## src/rtl/vga_paged_display.sv

```systemverilog
// 640x480@60 Hz VGA scan generator for a 1-bpp, page-organised framebuffer.
// Every output (colour, syncs, frame pulse) lags the scan counters by RAM_LATENCY+1 clocks.
module vga_paged_display #(
    parameter int unsigned H_SCALE     = 5,
    parameter int unsigned V_SCALE     = 5,
    parameter int unsigned RAM_LATENCY = 1,
    parameter logic [2:0]  FG_COLOR    = 3'b110,
    parameter logic [2:0]  BG_COLOR    = 3'b001,
    localparam int unsigned COLS       = 640 / H_SCALE,
    localparam int unsigned ROWS       = 480 / V_SCALE,
    localparam int unsigned AW         = $clog2(COLS * ROWS / 8)
) (
    input  logic          Clock,
    input  logic          Reset,
    input  logic          Enable_i,
    input  logic          Invert_i,
    output logic [AW-1:0] RequestedAddress_o,
    input  logic [7:0]    DataFromRAM_i,
    output logic          Red_o,
    output logic          Green_o,
    output logic          Blue_o,
    output logic          HSync_o,
    output logic          VSync_o,
    output logic          VBlank_o,
    output logic          FrameStart_o
);

    localparam logic [9:0] H_LAST    = 10'd799;
    localparam logic [9:0] V_LAST    = 10'd524;
    localparam logic [9:0] HDIV_LAST = 10'(H_SCALE - 1);
    localparam logic [9:0] VDIV_LAST = 10'(V_SCALE - 1);

    logic [9:0] h_cnt, v_cnt;
    logic [9:0] h_div, v_div;
    logic [9:0] h_pix, v_pix;
    logic       inv_latched;

    logic active, pix_on, hs_raw, vs_raw, fs_raw;

    logic [RAM_LATENCY-1:0] on_pipe, hs_pipe, vs_pipe, fs_pipe;
    logic [2:0]             bit_pipe [RAM_LATENCY];
    logic                   pix_bit;

    // Stage 0: scan position, framebuffer pixel position and RAM address
    always_ff @(posedge Clock) begin
        if (Reset) begin
            h_cnt       <= '0;
            v_cnt       <= '0;
            h_div       <= '0;
            v_div       <= '0;
            h_pix       <= '0;
            v_pix       <= '0;
            inv_latched <= 1'b0;
        end else if (h_cnt == H_LAST) begin
            h_cnt <= '0;
            h_div <= '0;
            h_pix <= '0;
            if (v_cnt == V_LAST) begin
                v_cnt       <= '0;
                v_div       <= '0;
                v_pix       <= '0;
                inv_latched <= Invert_i;
            end else begin
                v_cnt <= v_cnt + 10'd1;
                if (v_div == VDIV_LAST) begin
                    v_div <= '0;
                    v_pix <= v_pix + 10'd1;
                end else begin
                    v_div <= v_div + 10'd1;
                end
            end
        end else begin
            h_cnt <= h_cnt + 10'd1;
            if (h_div == HDIV_LAST) begin
                h_div <= '0;
                h_pix <= h_pix + 10'd1;
            end else begin
                h_div <= h_div + 10'd1;
            end
        end
    end

    always_comb begin
        active = (h_cnt < 10'd640) && (v_cnt < 10'd480);
        pix_on = active && Enable_i;
        hs_raw = !((h_cnt >= 10'd656) && (h_cnt <= 10'd751));
        vs_raw = !((v_cnt >= 10'd490) && (v_cnt <= 10'd491));
        fs_raw = (h_cnt == 10'd0) && (v_cnt == 10'd0);
        // Page index (8 fb rows per page) selects the column-major byte block
        RequestedAddress_o = active ? (AW'(v_pix >> 3) * AW'(COLS) + AW'(h_pix)) : '0;
    end

    // RAM_LATENCY stages keep per-pixel control aligned with the returning RAM byte
    always_ff @(posedge Clock) begin
        if (Reset) begin
            on_pipe <= '0;
            hs_pipe <= '1;
            vs_pipe <= '1;
            fs_pipe <= '0;
            for (int unsigned i = 0; i < RAM_LATENCY; i++) begin
                bit_pipe[i] <= '0;
            end
        end else begin
            on_pipe[0]  <= pix_on;
            hs_pipe[0]  <= hs_raw;
            vs_pipe[0]  <= vs_raw;
            fs_pipe[0]  <= fs_raw;
            bit_pipe[0] <= v_pix[2:0];
            for (int unsigned i = 1; i < RAM_LATENCY; i++) begin
                on_pipe[i]  <= on_pipe[i-1];
                hs_pipe[i]  <= hs_pipe[i-1];
                vs_pipe[i]  <= vs_pipe[i-1];
                fs_pipe[i]  <= fs_pipe[i-1];
                bit_pipe[i] <= bit_pipe[i-1];
            end
        end
    end

    always_comb begin
        pix_bit = DataFromRAM_i[bit_pipe[RAM_LATENCY-1]] ^ inv_latched;
    end

    always_ff @(posedge Clock) begin
        if (Reset) begin
            {Red_o, Green_o, Blue_o} <= 3'b000;
            HSync_o                  <= 1'b1;
            VSync_o                  <= 1'b1;
            VBlank_o                 <= 1'b0;
            FrameStart_o             <= 1'b0;
        end else begin
            {Red_o, Green_o, Blue_o} <= on_pipe[RAM_LATENCY-1] ?
                                        (pix_bit ? FG_COLOR : BG_COLOR) : 3'b000;
            HSync_o                  <= hs_pipe[RAM_LATENCY-1];
            VSync_o                  <= vs_pipe[RAM_LATENCY-1];
            FrameStart_o             <= fs_pipe[RAM_LATENCY-1];
            // Blanking flag tracks the scan counters directly, not the output pipeline
            VBlank_o                 <= (v_cnt >= 10'd480);
        end
    end

endmodule
```

## config.mk

```make
export PLATFORM = sky130hd
export DESIGN_NAME = vga_paged_display
export DESIGN_NICKNAME = d
export VERILOG_FILES = /design/src/rtl/vga_paged_display.sv
export SDC_FILE = /design/constraint.sdc
export NUM_CORES = 1
export LEC_CHECK = 0
export CAP_MARGIN = 5
export CORE_MARGIN = 1.5
export CORE_UTILIZATION = 57
export CTS_CLUSTER_DIAMETER = 60
export DETAILED_ROUTE_END_ITERATION = 12
export GPL_ROUTABILITY_DRIVEN = 0
export PLACE_DENSITY = 0.79
export SLEW_MARGIN = 30
export SYNTH_ARGS = -nofsm -noshare
export SYNTH_HDL_FRONTEND = slang
export SYNTH_SLANG_ARGS = --single-unit
```

## constraint.sdc

```tcl
create_clock -name Clock -period 2.44 [get_ports Clock]
set_clock_uncertainty 0.05 [all_clocks]
set_input_delay 0.488 -clock Clock [delete_from_list [all_inputs] [get_ports Clock]]
set_output_delay 0.488 -clock Clock [all_outputs]
set_load 0.005 [all_outputs]
```

### After elaboration in Yosys (flattened, before gate mapping)

Memories as Yosys holds them, arrays and structs flattened.
Cells that the tools add are included.

* bitwise gates (word level): 2
* order comparisons: 8
* reduce and logical (&&, ||, !) cells: 16
* add/subtract/negate cells: 7
* mux-type cells: 14
* equality and inequality tests: 4

Operator list (number)
* 10-bit by 1-bit adder with 10-bit output, second input constant: 6
* 10-bit 2-to-1 mux: 5
* 10-bit equality test, second input constant: 2
* 10-bit by 3-bit equality test with 1-bit output, second input constant: 2
* 10-bit by 9-bit >= comparator with 1-bit output, second input constant: 2
* 10-bit logical NOT: 2
* 11-bit by 10-bit adder with 11-bit output: 1
* 11-bit 2-to-1 mux: 1
* 10-bit >= comparator, second input constant: 1
* 10-bit <= comparator, second input constant: 1
* 10-bit by 9-bit <= comparator with 1-bit output, second input constant: 1
* 10-bit < comparator, second input constant: 1
* 10-bit by 9-bit < comparator with 1-bit output, second input constant: 1
* 3-bit 2-to-1 mux: 2
* 3-bit OR reduction: 2
* 1-bit logical AND: 5
* 1-bit 2-to-1 mux: 5
* 3-bit by 4-bit < comparator with 1-bit output, second input constant: 1
* 2-bit AND reduction: 2
* 2-bit OR reduction: 2
* 1-bit binary-select mux with 3-bit select: 1
* 1-bit logical NOT: 2
* 2-bit nonzero test: 1
* 1-bit NOT: 1
* 1-bit bitwise XOR: 1

* RAM bits: 3
* input bits: 12
* logic and storage cells: 70
* memories: 1
* bits in registers: 72

Memory list
* bit_pipe: words 1, bits a word 3, rd ports 1, clocked after memory_dff 0, write ports 1, line 41 `logic [2:0] bit_pipe [RAM_LATENCY];`

### Logic depth before layout (Yosys ltp)

Gate-level depths: netlist (run 1).

* depth after elaboration: 4
* depth in mapped cells: 9

### Least setup slack after synthesis (run 1)

Ideal clock, no wire load.

* path type: register -> register
* start point: reg v_div[0]
* end point: reg v_div[4]
* setup slack: 0.358 ns
* library setup time: 0.087 ns
* stages on the path, launching flop included: 10
* arrival: 1.945 ns
* required time: 2.303 ns
* clock period less this slack: 2.082 ns
* cells stage by stage: dfxtp_1 > inv_1 > ha_1 > nor2b_1 > and4_1 > clkbuf_1 > or3_1 > buf_2 > or2_1 > o31ai_1

* longest elaborated chain between the ends: 3
* elaborated cells between the ends (all ways): 4

Ends and longest elaborated chain
* start: declaration: line 34 `logic [9:0] h_div, v_div;`
* start signal: assignment: line 69 `v_div <= v_div + 10'd1;`
* 10-bit by 1-bit adder with 10-bit output / 10-bit by 3-bit equality test with 1-bit output (equally long branches): line 69, 65
* 10-bit 2-to-1 mux (*): line 65 `if (v_div == VDIV_LAST) begin`
* 10-bit 2-to-1 mux (*): line 58 `if (v_cnt == V_LAST) begin`

Every way passes the cells marked *; elsewhere a longest branch is shown, timed or not.
A chain may end at the register's enable or synchronous reset.

### Worst setup path after layout (run 1)

* start point: reg h_pix[8]
* end point: out RequestedAddress_o[10]

* longest elaborated chain between the ends: 2

Ends and longest elaborated chain
* start: declaration: line 35 `logic [9:0] h_pix, v_pix;`
* start signal: assignment: line 76 `h_pix <= h_pix + 10'd1;`
* 11-bit by 10-bit adder with 11-bit output: line 90 `RequestedAddress_o = active ? (AW'(v_pix >> 3) * AW'(COLS) + AW'(h_pix)) : '0;`
* 11-bit 2-to-1 mux: line 90
* end: declaration: line 17 `output logic [AW-1:0] RequestedAddress_o,`

No other way between the ends.

==> results of run 1 <==
layout make-up:
class | instances | share of cell area (%)
inverters | 14 | 1.32
clock buffers | 12 | 3.91
repair buffers | 39 | 9.04
clock inverters | 3 | 1.07
multi-input cells | 290 | 46.4
well taps | 72 | 2.27
flip-flops and latches | 71 | 36.0
worst min-delay path by stage:
| stage | startpoint | to | slack, ns | cells past startpoint |
|---|---|---|---|---|
| final | vs_pipe$_SDFF_PP1_ | VSync_o$_SDFF_PP1_ | 0.36 | 1 |
| after global routing | hs_pipe$_SDFF_PP1_ | HSync_o$_SDFF_PP1_ | 0.37 | 1 |
| after CTS | vs_pipe$_SDFF_PP1_ | VSync_o$_SDFF_PP1_ | 0.37 | 1 |
| after detailed placement | vs_pipe$_SDFF_PP1_ | VSync_o$_SDFF_PP1_ | 0.34 | 1 |
| after global placement | vs_pipe$_SDFF_PP1_ | VSync_o$_SDFF_PP1_ | 0.34 | 1 |
| after floorplan | hs_pipe$_SDFF_PP1_ | HSync_o$_SDFF_PP1_ | 0.34 | 1 |
synth_stat cells (2+ instances only):
library cell and number:
o31ai_1 4, nor4b_1 3, o2bb2ai_1 2, or2_1 2
nand3_1 21, nor4_1 7, clkbuf_1 9, inv_1 14
o21ai_0 14, or3_1 7, nand2_1 27, xor2_1 24
ha_1 14, nand2b_1 3, or2_2 3, dfxtp_1 71
nor3b_1 2, nor2b_1 6, nor3_1 4, nand4_1 16
nor2_1 58, a21oi_1 16, xnor2_1 12, and2_1 2
buf_4 3, a21o_1 3, buf_6 3, mux4_2 2
o2111ai_1 3, and3_1 21
routing by layer:
| metal | part of all wire [%] | wire, µm | vias to the layer above |
|---|---|---|---|
| met5 | 0 | 0 | - |
| met4 | 1.6 | 111 | 0 |
| met3 | 3.9 | 268 | 8 |
| met2 | 46 | 3190 | 64 |
| met1 | 48 | 3300 | 1341 |
| li1 | - | - | 1425 |
report_power, final:
group / switching, mW / leakage [nW] / internal [mW]
registers: 0.0240 / 0.578 / 1.18
clock network: 0.410 / 0.0985 / 0.521
logic: 0.0566 / 0.919 / 0.0597
logic make-up after synthesis:
kind of cell	Yosys count	synth area share [%]
XOR/XNOR	36	9.28
multiplexers	3	1.62
AND/OR/NAND/NOR	189	28.5
buffers and inverters	31	4.45
flip-flops	71	41.8
adder cells (fa/ha/maj)	15	5.74
AO/OA/AOI/OAI	47	8.54
registers in the layout, indices dropped and copies added, names as in the netlist, 3 cells and up:
register,cells
bit_pipe,3
v_div,10
v_cnt,10
h_div,10
h_cnt,10
v_pix,7
h_pix,10
cells in the final DEF (no fill, tap or decap), types with 3 or more instances in the layout:
cell type	Yosys	layout
nand3_1	21	21
nand2b_1	3	3
buf_4	3	8
xnor2_1	12	12
nor4b_1	3	3
nor4_1	7	7
or3_1	7	7
nand2_1	27	27
nor2_1	58	57
a21oi_1	16	16
nor2b_1	6	6
nor3_1	4	4
dfxtp_2	0	7
o21ai_0	14	14
a21o_1	3	3
dlygate4sd2_1	0	11
inv_1	14	14
or2_2	3	3
dfxtp_1	71	64
clkdlybuf4s50_1	0	18
ha_1	14	13
o2111ai_1	3	3
nand4_1	16	16
o31ai_1	4	4
clkbuf_8	0	11
xor2_1	24	24
and3_1	21	21
per-stage QoR:
stage | setup slack [ns] | instance area (µm²) | hold slack [ns] | power (mW)
floorplan | 0.358 | 3400 | 0.339 | 1.30
global placement | 0.0965 | 3740 | 0.343 | 1.35
detailed placement | 0.112 | 3740 | 0.343 | 1.35
CTS | 0.0454 | 3970 | 0.365 | 2.27
global route | 0.00647 | 3970 | 0.374 | 2.33
finish | 0.101 | 3970 | 0.362 | 2.25
repair_timing:
item | in CTS | in global routing
setup buffers | 1 | 0
pin swaps | 2 | 0
gates cloned | 1 | 0
resized for setup | 24 | 1
endpoints found under the setup margin | 11 | 1
==> qor.yml, run 1 <==
status: "finished clean"
slew_headroom_pct: 67.6
multi_input_area_um2: 1840
clk_root_buffer_cell: "clkbuf_8"
yosys_warnings: 0
endpoint_kind: "primary output"
syn-num-nets: 419
start_util_pct: 60.2
fin_cells: 501
grt_pass1_wl_mm: 11.2
drv_cap: 0
tns_ns: 0
grt_use_met2_pct: 34.4
crit_family: "flip-flops"
hold_path_class: "flip-flop to flip-flop"
drt_first_pass_iters: 4
ys_top_cells_by_area: "dfxtp_1 42%, nor2_1 6.4%, xor2_1 6.2%"
diodes: 0
cp-startpoint: "h_pix[8]$_SDFFE_PP0N_"
syn_avg_cell_area_um2: 8.67
ios: 30
crit_end: "RequestedAddress_o[10]"
worstReg2RegEnd: "v_cnt[3]$_SDFFE_PP0P_"
final_net_count: 452
critical_path_class: "flip-flop to primary output"
globalRouteOverflowTotal: 0
slew_viol_final: 0
die-area_um2: 6430
viasPerCell: 5.66
grt_util_all_layers_pct: 22.5
ys_seq_area_share_pct: 41.8
die_y_um: 80.2
grt_max_degree: 21
drive_gt1_share_pct: 10.5
yosysTopAreaCell: "dfxtp_1"
r2r_cells: 6
vias: 2838
cp_max_fo: 5
clk_pin_slew_worst_paths_ns: 0.07
portBuffers: 29
vdd.ir_drop.worst_uv: 492
synth_cell_types: 46
use_met1_pct: 29.9
cpMaxStageDelayCell: "dfxtp_2"
synth_cells: 392
critPathLaunchType: "flip-flop"
cp.arrival_ns: 1.80
grtUsageMet3_pct: 5.80
htree_levels: 3
fill_cells: 433
rows: 27
power_leakage_nw: 1.60
timing_hold_violations_final: 0
min_period_over_period_pct: 95.9
die_w_um: 80.2
reg2reg_slack_ns: 0.13
clock_sinks: 71
fmax_mhz: 427
synth_seq_cells: 71
busiest_layer: "met2"
grt_pass1_vias: 2529
setup_viol: 0
rsz0062_at_grt: "false"
drc_errors: 0
post-synth-top-area-fraction_pct: 41.8
seqCellArea_um2: 1430
antenna_found_initial: 0
dp_hpwl_mm: 4.92
cts_hold_buf: 0
cts_tree: "done"
fin_crit_ns: 2.34
dr.first_iter.drc_count: 149
clkLatencyLatePin_ns: 0.35
critPathRequiredTime_ns: 1.90
cp.buffers_inverters: 1
r2r_start: "v_cnt[0]$_SDFFE_PP0P_"
crit_cells: 6
worst_pin_slew_ns: 0.484
synthToLayoutAreaGrowth_pct: 16.9
numCtsBuffers: 9
wl_per_cell_um: 13.7
syn_area_um2: 3400
antenna_left: 0
coreArea_um2: 5640
synth_top_flop_cell: "dfxtp_1"
crit_chain: "ha_1, a21o_1, a21oi_1, xor2_1, nor2_1, dlygate4sd2_1"
drt-total-wl_mm: 6.87
post-route-util_pct: 70.4
slowest_delay_ns: 0.35
synth_edf_count: 0
dp_cells: 484
cts_buffer_depth: 2
p_per_area_nw_per_um2: 568
ys_async_sr_fraction_pct: 0
No activity file was read; power rests on OpenSTA's default activity.
==> run 2, diff against run 1 <==
--- a/config.mk
+++ b/config.mk
@@ -9,5 +9,5 @@
 export CORE_MARGIN = 1.5
 export CORE_UTILIZATION = 57
-export CTS_CLUSTER_DIAMETER = 60
+export CTS_CLUSTER_DIAMETER = 150
 export DETAILED_ROUTE_END_ITERATION = 12
 export GPL_ROUTABILITY_DRIVEN = 0
--- a/constraint.sdc
+++ b/constraint.sdc
@@ -3,3 +3,3 @@
 set_input_delay 0.488 -clock Clock [delete_from_list [all_inputs] [get_ports Clock]]
 set_output_delay 0.488 -clock Clock [all_outputs]
-set_load 0.005 [all_outputs]
+set_load 0.02 [all_outputs]
==> run 2 against run 1 <==
Compared with the run above: via count decreased by 0.28%; combinational power increased by 7%; fmax decreased by 0.11%; critical path depth decreased by 2; die area unchanged; non-clock buffer count increased by 1; routed wire length increased by 1.2%; first-iteration DRC count decreased by 30%; setup slack got worse by 0.0026 ns; sequential share of layout area increased by 0.24 points; cell area decreased by 1.1%.
==> qor.yml, run 2 (same netlist as run 1, synthesis figures left out) <==
wl_per_cell_um: 13.9  # was 13.7 µm
numCtsBuffers: 9  # unchanged
cp.buffers_inverters: 1  # unchanged
endpoint_kind: "primary output"  # unchanged
dp_cells: 487  # was 484
drv_cap: 0  # unchanged
tns_ns: 0  # unchanged
vdd.ir_drop.worst_uv: 458  # was 492 µV
hold_path_class: "flip-flop to flip-flop"  # unchanged
worst_pin_slew_ns: 0.469  # was 0.484 ns
fmax_mhz: 427  # about the same
cpMaxStageDelayCell: "fa_1"  # was dfxtp_2
slew_headroom_pct: 68.3  # was 67.6%
cts_tree: "done"  # unchanged
globalRouteOverflowTotal: 0  # unchanged
viasPerCell: 5.65  # was 5.66
clock_sinks: 71  # unchanged
worst_slack_ns: 0.0981  # was 0.101 ns
slew_viol_final: 0  # unchanged
cts_buffer_depth: 2  # unchanged
drive_gt1_share_pct: 9.56  # was 10.5%
final_common_cell: "dfxtp_1"  # unchanged
die_y_um: 80.2  # unchanged
final_net_count: 453  # was 452
setup_viol: 0  # unchanged
grt_pass1_wl_mm: 11.5  # was 11.2 mm
critPathLaunchType: "flip-flop"  # unchanged
power_frac_seq_pct: 56.4  # was 53.6%
power.switching_mw: 0.481  # was 0.491 mW
hold_path_depth: 1  # unchanged
crit_cells: 4  # was 6
layout_common_cells: "69 x dfxtp_1, 57 x nor2_1, 27 x nand2_1, 24 x xor2_1"  # was 64 x dfxtp_1, 57 x nor2_1, 27 x nand2_1, 24 x xor2_1
cp.arrival_ns: 1.80  # about the same
fill_cells: 479  # was 433
grt_util_all_layers_pct: 23.4  # was 22.5%
antenna_left: 0  # unchanged
post_cts_buffers: 0  # was 1
start_util_pct: 60.2  # unchanged
p_per_area_nw_per_um2: 545  # was 568 nW/µm²
drt-total-wl_mm: 6.96  # was 6.87 mm
clk_root_buffer_cell: "clkbuf_8"  # unchanged
power_leakage_nw: 1.55  # was 1.60 nW
vias: 2830  # was 2,838
p_int_mw: 1.66  # was 1.76 mW
coreArea_um2: 5640  # unchanged
r2r_cells: 8  # was 6
diodes: 0  # unchanged
grt_pass1_vias: 2618  # was 2,529
clk_pin_slew_worst_paths_ns: 0.07  # about the same
rows: 27  # unchanged
critical_path_class: "flip-flop to primary output"  # unchanged
critPathRequiredTime_ns: 1.90  # about the same
drt_first_pass_iters: 4  # unchanged
clkLatencyLatePin_ns: 0.34  # was 0.35 ns
die-area_um2: 6430  # unchanged
ios: 30  # unchanged
dp_slack_ns: 0.101  # was 0.112 ns
grt_max_degree: 30  # was 21
p_clk_share_pct: 37.8  # was 41.3%
switching_share_pct: 22.5  # was 21.8%
die_w_um: 80.2  # unchanged
fin_cells: 501  # unchanged
slowest_delay_ns: 0.48  # was 0.35 ns
min_period_over_period_pct: 96.0  # was 95.9%
cp_max_fo: 4  # was 5
htree_levels: 3  # unchanged
dr.first_iter.drc_count: 104  # was 149
fin_crit_ns: 2.34  # about the same
crit_chain: "ha_1, fa_1, and3_1, clkdlybuf4s15_1"  # was ha_1, a21o_1, a21oi_1, xor2_1, nor2_1, dlygate4sd2_1
antenna_found_initial: 0  # unchanged
rsz0062_at_grt: "false"  # unchanged
drc_errors: 0  # unchanged
cts_hold_buf: 0  # unchanged
dp_hpwl_mm: 4.94  # was 4.92 mm
portBuffers: 29  # unchanged
synthToLayoutAreaGrowth_pct: 15.6  # was 16.9%
status: "finished clean"  # unchanged
timing_hold_violations_final: 0  # unchanged
crit_family: "adder cells"  # was flip-flops
combinationalPowerShare_pct: 5.8  # was 5.2%
-- run 2: power groups by stage --
stage / combinational [mW] / clock (mW) / sequential (mW)
floorplan: 0.0772 / 0 / 1.23
global placement: 0.119 / 0 / 1.23
detailed placement: 0.122 / 0 / 1.23
CTS: 0.124 / 0.821 / 1.21
global route: 0.139 / 0.877 / 1.21
finish: 0.124 / 0.809 / 1.21
-- run 2: per-layer routing --
metal  GRT usage (%)  vias to the layer above  wire (µm)
met2            40.7                       50       3410
met5               0                        -          0
li1                -                     1429          -
met1            27.2                     1343       3190
met3            7.39                        8        267
met4            7.24                        0         91
-- run 2: worst paths after layout --
| path | start | endpoint | slack [ns] |
|---|---|---|---|
| worst max-delay path | v_pix[3]$_SDFFE_PP0P_ | RequestedAddress_o[8] | 0.1 |
| worst min-delay path | hs_pipe$_SDFF_PP1_ | HSync_o$_SDFF_PP1_ | 0.37 |
| worst max register to register | v_cnt[0]$_SDFFE_PP0P_ | v_pix[0]$_SDFFE_PP0P_ | 0.15 |
| worst min register to register | hs_pipe$_SDFF_PP1_ | HSync_o$_SDFF_PP1_ | 0.37 |
-- run 2: cell type report --
cell class / instances / area, µm² / area share, %
Sequential cell: 71 / 1420 / 36.3
Tap cell: 72 / 90.1 / 2.29
Multi-Input combinational cell: 290 / 1830 / 46.7
Timing Repair Buffer: 40 / 364 / 9.27
Clock inverter: 1 / 5.00 / 0.127
Clock buffer: 13 / 159 / 4.05
Inverter: 14 / 52.6 / 1.34
-- run 2: what timing repair did --
action	CTS	global route
gates resized for setup	12	17
pin swaps	0	0
endpoints found under the setup margin	11	13
-- run 2: per-stage QoR --
stage | hold slack, ns | power (mW) | area, µm² | utilization [%]
3_5_place_dp | 0.347 | 1.35 | 3770 | 66.9
5_1_grt | 0.381 | 2.23 | 3930 | 69.6
2_1_floorplan | 0.339 | 1.31 | 3400 | -
3_3_place_gp | 0.342 | 1.35 | 3770 | 66.9
4_1_cts | 0.372 | 2.15 | 3930 | 69.6
6_report | 0.369 | 2.14 | 3930 | 69.6
-- run 2: worst register-to-register path, stage by stage, from the launching register on --
cell     delay, ns
dfxtp_1       0.35
inv_1         0.11
ha_1          0.15
or4b_1        0.48
nor3_1        0.22
buf_4         0.22
o21ai_0       0.16
or3_1         0.35
a21oi_1       0.14
